## src/rtl/gpr_wb_arbiter.sv

```systemverilog
// Round-robin arbiter that shares the single GPR write port among N_REQ writeback sources.
// Defining GPR_WB_BYPASS_EN adds decode-stage bypass ports fed from the registered write.
module gpr_wb_arbiter #(
    parameter int N_REQ = 3,
    parameter int AW    = 5,
    parameter int DW    = 32,
    localparam int IW   = $clog2(N_REQ)
) (
    input  logic                clk,
    input  logic                rst,
    input  logic                hold,
    input  logic [N_REQ-1:0]    req_valid,
    input  logic [N_REQ*AW-1:0] req_addr,
    input  logic [N_REQ*DW-1:0] req_data,
    output logic [N_REQ-1:0]    req_ready,
    output logic                wb_en,
    output logic [AW-1:0]       wb_addr,
    output logic [DW-1:0]       wb_data,
    output logic [IW-1:0]       grant_idx
`ifdef GPR_WB_BYPASS_EN
    ,
    input  logic [AW-1:0]       rd_a1,
    input  logic [AW-1:0]       rd_a2,
    output logic                byp1_hit,
    output logic                byp2_hit,
    output logic [DW-1:0]       byp1_data,
    output logic [DW-1:0]       byp2_data
`endif
);

    logic [IW-1:0]    ptr_r;
    logic [IW-1:0]    cand_s;
    logic [IW-1:0]    gnt_idx_s;
    logic             gnt_vld_s;
    logic [AW-1:0]    gnt_addr_s;
    logic [DW-1:0]    gnt_data_s;
    logic [AW-1:0]    addr_a_s [N_REQ];
    logic [DW-1:0]    data_a_s [N_REQ];

    for (genvar g = 0; g < N_REQ; g++) begin : g_unpack
        assign addr_a_s[g] = req_addr[g*AW +: AW];
        assign data_a_s[g] = req_data[g*DW +: DW];
    end

    // Scan requesters starting just after the previous winner; reset and hold suppress grants.
    always_comb begin
        gnt_vld_s = 1'b0;
        gnt_idx_s = '0;
        cand_s    = '0;
        if (!hold && !rst) begin
            for (int k = 1; k <= N_REQ; k++) begin
                cand_s = IW'((int'(ptr_r) + k) % N_REQ);
                if (!gnt_vld_s && req_valid[cand_s]) begin
                    gnt_vld_s = 1'b1;
                    gnt_idx_s = cand_s;
                end else begin
                    gnt_vld_s = gnt_vld_s;
                end
            end
        end else begin
            gnt_vld_s = 1'b0;
        end
    end

    // One-hot ready and the winner's payload.
    always_comb begin
        gnt_addr_s = addr_a_s[gnt_idx_s];
        gnt_data_s = data_a_s[gnt_idx_s];
        if (gnt_vld_s) begin
            req_ready = {{(N_REQ-1){1'b0}}, 1'b1} << gnt_idx_s;
        end else begin
            req_ready = {N_REQ{1'b0}};
        end
    end

    // Register the winning write; a $0 destination completes the handshake without writing.
    always_ff @(posedge clk or posedge rst) begin
        if (rst) begin
            wb_en     <= 1'b0;
            wb_addr   <= {AW{1'b0}};
            wb_data   <= {DW{1'b0}};
            grant_idx <= {IW{1'b0}};
            ptr_r     <= IW'(N_REQ - 1);
        end else if (gnt_vld_s) begin
            wb_en     <= (gnt_addr_s != {AW{1'b0}});
            wb_addr   <= gnt_addr_s;
            wb_data   <= gnt_data_s;
            grant_idx <= gnt_idx_s;
            ptr_r     <= gnt_idx_s;
        end else begin
            wb_en     <= 1'b0;
        end
    end

`ifdef GPR_WB_BYPASS_EN
    // Forward the write the register file commits on the coming edge; $0 never forwards.
    always_comb begin
        byp1_hit = wb_en && (wb_addr == rd_a1) && (rd_a1 != {AW{1'b0}});
        byp2_hit = wb_en && (wb_addr == rd_a2) && (rd_a2 != {AW{1'b0}});
        if (byp1_hit) begin
            byp1_data = wb_data;
        end else begin
            byp1_data = {DW{1'b0}};
        end
        if (byp2_hit) begin
            byp2_data = wb_data;
        end else begin
            byp2_data = {DW{1'b0}};
        end
    end
`endif

endmodule

```

## config.mk

```make
export PLATFORM = sky130hd
export DESIGN_NAME = gpr_wb_arbiter
export DESIGN_NICKNAME = d
export VERILOG_FILES = /design/src/rtl/gpr_wb_arbiter.sv
export SDC_FILE = /design/constraint.sdc
export NUM_CORES = 1
export LEC_CHECK = 0
export CAP_MARGIN = 10
export CORE_MARGIN = 1.5
export CORE_UTILIZATION = 34
export DETAILED_ROUTE_END_ITERATION = 8
export HOLD_SLACK_MARGIN = 0.06
export PLACE_DENSITY = 0.8
export SLEW_MARGIN = 0
export SYNTH_ARGS = -nofsm -noshare
export SYNTH_HDL_FRONTEND = slang
export SYNTH_SLANG_ARGS = --single-unit
export TNS_END_PERCENT = 5
```

## constraint.sdc

```tcl
create_clock -name clk -period 2.9 [get_ports clk]
set_input_delay 0.29 -clock clk [delete_from_list [all_inputs] [get_ports clk]]
set_output_delay 0.29 -clock clk [all_outputs]
set_load 0.02 [all_outputs]
```

After elaboration in Yosys (flattened, before gate mapping). Cells that the tools add are included. Widths: inputs -> output; s select.

Bitwise operators: 1. Shifts and indexed selects: 1. $lt $le $gt $ge: 4. Muxes and demuxes: 24. Div/mod/pow operators: 3. $add $sub $neg: 3. Reductions and logical operators: 8.

Operator list (count): $mod 32x3->32 const B (3); $bmux 32 s2 (1); $mux 32 (2); $bmux 5 s2 (1); $mux 1 (10); $mux 5 (2); $lt 2x3->1 const B (3); $mux 2 (4); $add 2x2->3 const B (2); $bmux 1 s2 (3); $reduce_bool 5->1 (1); $logic_not 1->1 (4); $add 2x1->3 const B (1); $ge 3x3->1 const B (1); $logic_and 1x1->1 (3); $mux 3 (1); $not 2->3 (1); $shl 1x2->3 const A (1).

Register bits after elaboration: 42. Input bits: 117. Output and inout bits: 43. Logic and storage cells: 49.

Longest topological paths before layout.
Depth in word-level cells: 20. Depth in mapped cells: 10. Depth with buffers taken out: 7.

Worst setup path before layout. OpenSTA, ideal clock, no wires.

Path kind: reg-to-reg. Start: register ptr_r[1]. End: register wb_addr[0]. Buffers on the path: 2. Clock period less this slack: 2148 ps. Cell stages (with the launch flop): 9. Library setup time: 121 ps. Data arrival time: 2027 ps. Data required time: 2779 ps. Setup slack: 752 ps. Path through: dfstp_2 inv_1 ha_1 maj3_2 o2111a_1 clkbuf_1 buf_2 a221o_1 o22a_1.

Cells in the longest elaborated chain, start to end: 18. Elaborated cells between the ends (all ways): 30. Those cells by class: add/sub (3); div (3); mux (19); bitwise (1); reduce/logical (4).

Ends and longest elaborated chain: start: declaration (line 31) `logic [IW-1:0] ptr_r;`; start signal: assignment (line 83) `ptr_r <= IW'(N_REQ - 1);`; start signal: assignment (line 89) `ptr_r <= gnt_idx_s;`; $add 2x1->3 (line 52) `cand_s = IW'((int'(ptr_r) + k) % N_REQ);`; $mod 32x3->32 (line 52); $bmux 1 s2 (line 53) `if (!gnt_vld_s && req_valid[cand_s]) begin`; $mux 1 (implied by the code) (line 53); $mux 1 (line 53); $mux 1 (line 50) `if (!hold && !rst) begin`; $logic_not 1->1 (line 53); $logic_and 1x1->1 (line 53); $mux 1 (line 53); $mux 1 (line 50); $logic_not 1->1 (line 53); $logic_and 1x1->1 (line 53); $mux 2 (line 53); $mux 2 (line 50); $not 2->3 (implied by the code) (line 67) `gnt_addr_s = addr_a_s[gnt_idx_s];`; $bmux 5 s2 (line 67); $mux 5 (implied by the code) (2 in series) (line 67); end signal: assignment (line 80) `wb_addr <= {AW{1'b0}};`; end signal: assignment (line 86) `wb_addr <= gnt_addr_s;`; end: declaration (line 17) `output logic [AW-1:0] wb_addr,`.

Parallel ways exist; a longest one is shown, timed or not. The select of a mux whose other input is x is not followed. A chain may end at the register's enable or synchronous reset.

Worst setup path after layout.
Start: register ptr_r[1]. End: output req_ready[2].

Cells in the longest elaborated chain, start to end: 16. Elaborated cells between the ends (all ways): 28. Those cells by class: add/sub (3); div (3); shift (1); mux (17); reduce/logical (4).

Ends and longest elaborated chain: $add 2x1->3 (line 52); $mod 32x3->32 (line 52); $bmux 1 s2 (line 53); $mux 1 (implied by the code) (line 53); $mux 1 (line 53); $mux 1 (line 50); $logic_not 1->1 (line 53); $logic_and 1x1->1 (line 53); $mux 1 (line 53); $mux 1 (line 50); $logic_not 1->1 (line 53); $logic_and 1x1->1 (line 53); $mux 2 (line 53); $mux 2 (line 50); $shl 1x2->3 (line 70) `req_ready = {{(N_REQ-1){1'b0}}, 1'b1} << gnt_idx_s;`; $mux 3 (*) (line 69) `if (gnt_vld_s) begin`; end: declaration (line 15) `output logic [N_REQ-1:0] req_ready,`.

Mark *: on every way between the ends. The rest lies on a longest branch, timed or not. The select of a mux whose other input is x is not followed.

==> out/results.ini <==
[power_and_ir_drop]
clkPwrFrac = 0.110
powerDensity_nw_per_um2 = 838
power_leakage_nw = 1.57
switchingPower_mw = 1.21
p_total_mw = 3.24
p_seq_frac = 0.314
switching_share = 0.375
pwr-share-comb = 0.577
p_int_mw = 2.02
peakVddDrop_v = 0.000427

[synthesis]
synthTopCellsByArea = dfrtp_1, a221o_1, a22o_1
ys_top_cells_by_count = dfrtp_1, a221o_1, a22o_1
synthCells = 182
syn-cell-area_um2 = 2160
yosysMostFrequentCell = dfrtp_1
synth_top_cell_by_area = dfrtp_1
synth.area.mux_share = 0
synth_xor_area_frac = 0
synth-edff-count = 0
async_flop_share = 1.00
ys_seq_elements = 41
synth-main-ff-cell = dfrtp_1
syn-num-nets = 301
synth_simple_gate_area_frac = 0.0609
synthDominantCellAreaShare = 0.464
yosysSeqAreaShare = 0.476
synthAdderAreaFrac = 0.0168
synth_top_family_by_area = compound AO/OA/AOI/OAI gates
yosys_warnings = 0
postSynthAreaPerCell_um2 = 11.9
synth_compound_area_frac = 0.387
netlist-cell-type-count = 31

[clocking]
cts_made_buffers = 5
clk_pin_slew_ns = 0.07
htree_levels = 2
cts_hold_buf = 0
clk_latency_ns = 0.29
cts.path.max_buffers = 2
ctsRootBufferMaster = clkbuf_8
cts_tree = built
clock_sinks = 41

[critical_path]
reg2reg_from = ptr_r[1]
crit_required_ns = 2.61
setup.worst_path.start = ptr_r[1]
rr_worst_depth = 7
start_kind = register
worstSetupPathType = register to output pin
crit_fanout = 16
cp-end-kind = output pin
arrival_ns = 2.47

[drt]
post_drt_wl_per_cell_um = 17.9
vias = 2279
ant_nets = 0
firstDrtPassIters = 4
vias_per_cell = 5.60
drc = 0
drt_iter0_drc = 69
wirelength_um = 7270

[die]
core_um2 = 6030
rows = 28
pin_count = 160
dieArea_um2 = 6840
die_w_um = 82.7
die_h_um = 82.7
initial_core_util = 0.358

[global_routing]
grt_first_pass_wirelength_um = 10600
met3_usage = 0.0747
grt-busiest-layer = met2
grt_pass1_vias = 2166
grt_usage = 0.207
grtUsageMet2 = 0.347
grt_overflow = 0
grt_max_degree = 44
grt_util_met1 = 0.249
antenna_found_initial = 0

[finish]
fin_nets = 450
syn_to_final_growth_pct = 79.1
final_area_um2 = 3860
multi_input_area_um2 = 1010
fill_cells = 507
regArea_um2 = 1030
fin_util = 0.641
antennaDiodeCount = 0
drive_gt1_frac = 0.0572

[placed_design]
gp_congestion = 0.770
place_area_um2 = 3780
portBuffers = 159
pre_cts_ws_ns = 0.372
dp_hpwl_um = 5410

[timing]
hold_viol_final = 0
finClkSkew_ns = 0.00989
final.period_utilization = 0.952
setup_ws_ns = 0.140
slew_viol_final = 0
timing.fmax_mhz = 362
relSlewSlack = 0.424
rsz0062_at_grt = no
final.setup.tns_ns = 0
fin_crit_ns = 2.76
worstMarginPinSlew_ns = 0.862
setup_viol = 0

[hold_path]
min_from = grant_idx[1]
hp-class = register to register
worstHoldPathCells = 1

[run_status]
status = finished, final reports clean

[job]
cap_violations = 0

[timing repair]
item / in CTS / in global routing
setup buffers: 0 / 0
gates resized for setup: 0 / 1
endpoints found under the hold margin: 0 / 0
setup endpoints to repair: 0 / 1
[flip-flops by register name, summed over array words and instances (netlist names)]
| register | cells |
|---|---|
| wb_data | 32 |
| wb_addr | 5 |
| grant_idx | 2 |
| ptr_r | 1 |
| wb_en | 1 |
[metrics by stage]
stage	hold slack, ns	cells
after global routing	0.517	407
after CTS	0.483	407
after detailed placement	0.465	399
final	0.479	407
after floorplan	0.435	182
after global placement	0.459	399
[per-layer routing]
layer / vias to the layer above / part of all wire
met2: 110 / 0.49
met1: 1110 / 0.38
met4: 0 / 0.011
li1: 1053 / -
met5: - / 0
met3: 6 / 0.12
[power groups by stage]
stage | sequential (mW) | combinational, mW | clock (mW)
after global placement | 1.01 | 1.85 | 0
after CTS | 1.02 | 1.88 | 0.376
after detailed placement | 1.03 | 1.87 | 0
after floorplan | 1.36 | 0.666 | 0
after global routing | 1.06 | 1.99 | 0.392
final | 1.02 | 1.87 | 0.356
[kinds of logic (layout without fill, tap and decap cells)]
group	after synthesis	in the layout
buffers and inverters	27	177
and+or+nand+nor	21	21
adders and majority gates	3	3
AOI/OAI and AO/OA	90	90
DFF	41	41
[placed cells by master (no fill, tap or decap), types with 2 or more instances in the layout]
cell and count:
inv_1 5, clkdlybuf4s50_1 158, o2111a_2 2, o22a_1 9, nor2_1 3, nor3b_1 9
nand2_1 3, o21ai_0 2, buf_4 4, dfrtp_1 40, clkinv_2 2, clkbuf_8 5
a22o_1 28, or4_1 2, o31a_1 2, a21o_1 4, ha_1 2, a221o_1 37
[final timing paths]
kind / endpoint / slack, ns
worst max register to register: wb_data[1] / 0.46
worst min register to register: grant_idx[1] / 0.48
max in group asynchronous: wb_data[5] / 1.82
min in group asynchronous: wb_addr[1] / 0.53
worst max-delay path: req_ready[2] / 0.14
worst min-delay path: grant_idx[1] / 0.48
[critical path, cell delays in order, from the launching register on]
cell and delay (ns):
dfstp_2 0.55, ha_1 0.27, nand2b_1 0.08, a21oi_1 0.15
o2111a_2 0.45, clkdlybuf4s50_1 0.71
[final cells by class]
class                   instances  area share
clock buffers                   5      0.0178
clock inverters                 3     0.00453
inverters                       6     0.00583
multi-input cells             114       0.262
flip-flops and latches         41       0.266
well taps                      75      0.0243
repair buffers                163       0.420
Note: power is estimated with default switching activity, not from simulation.
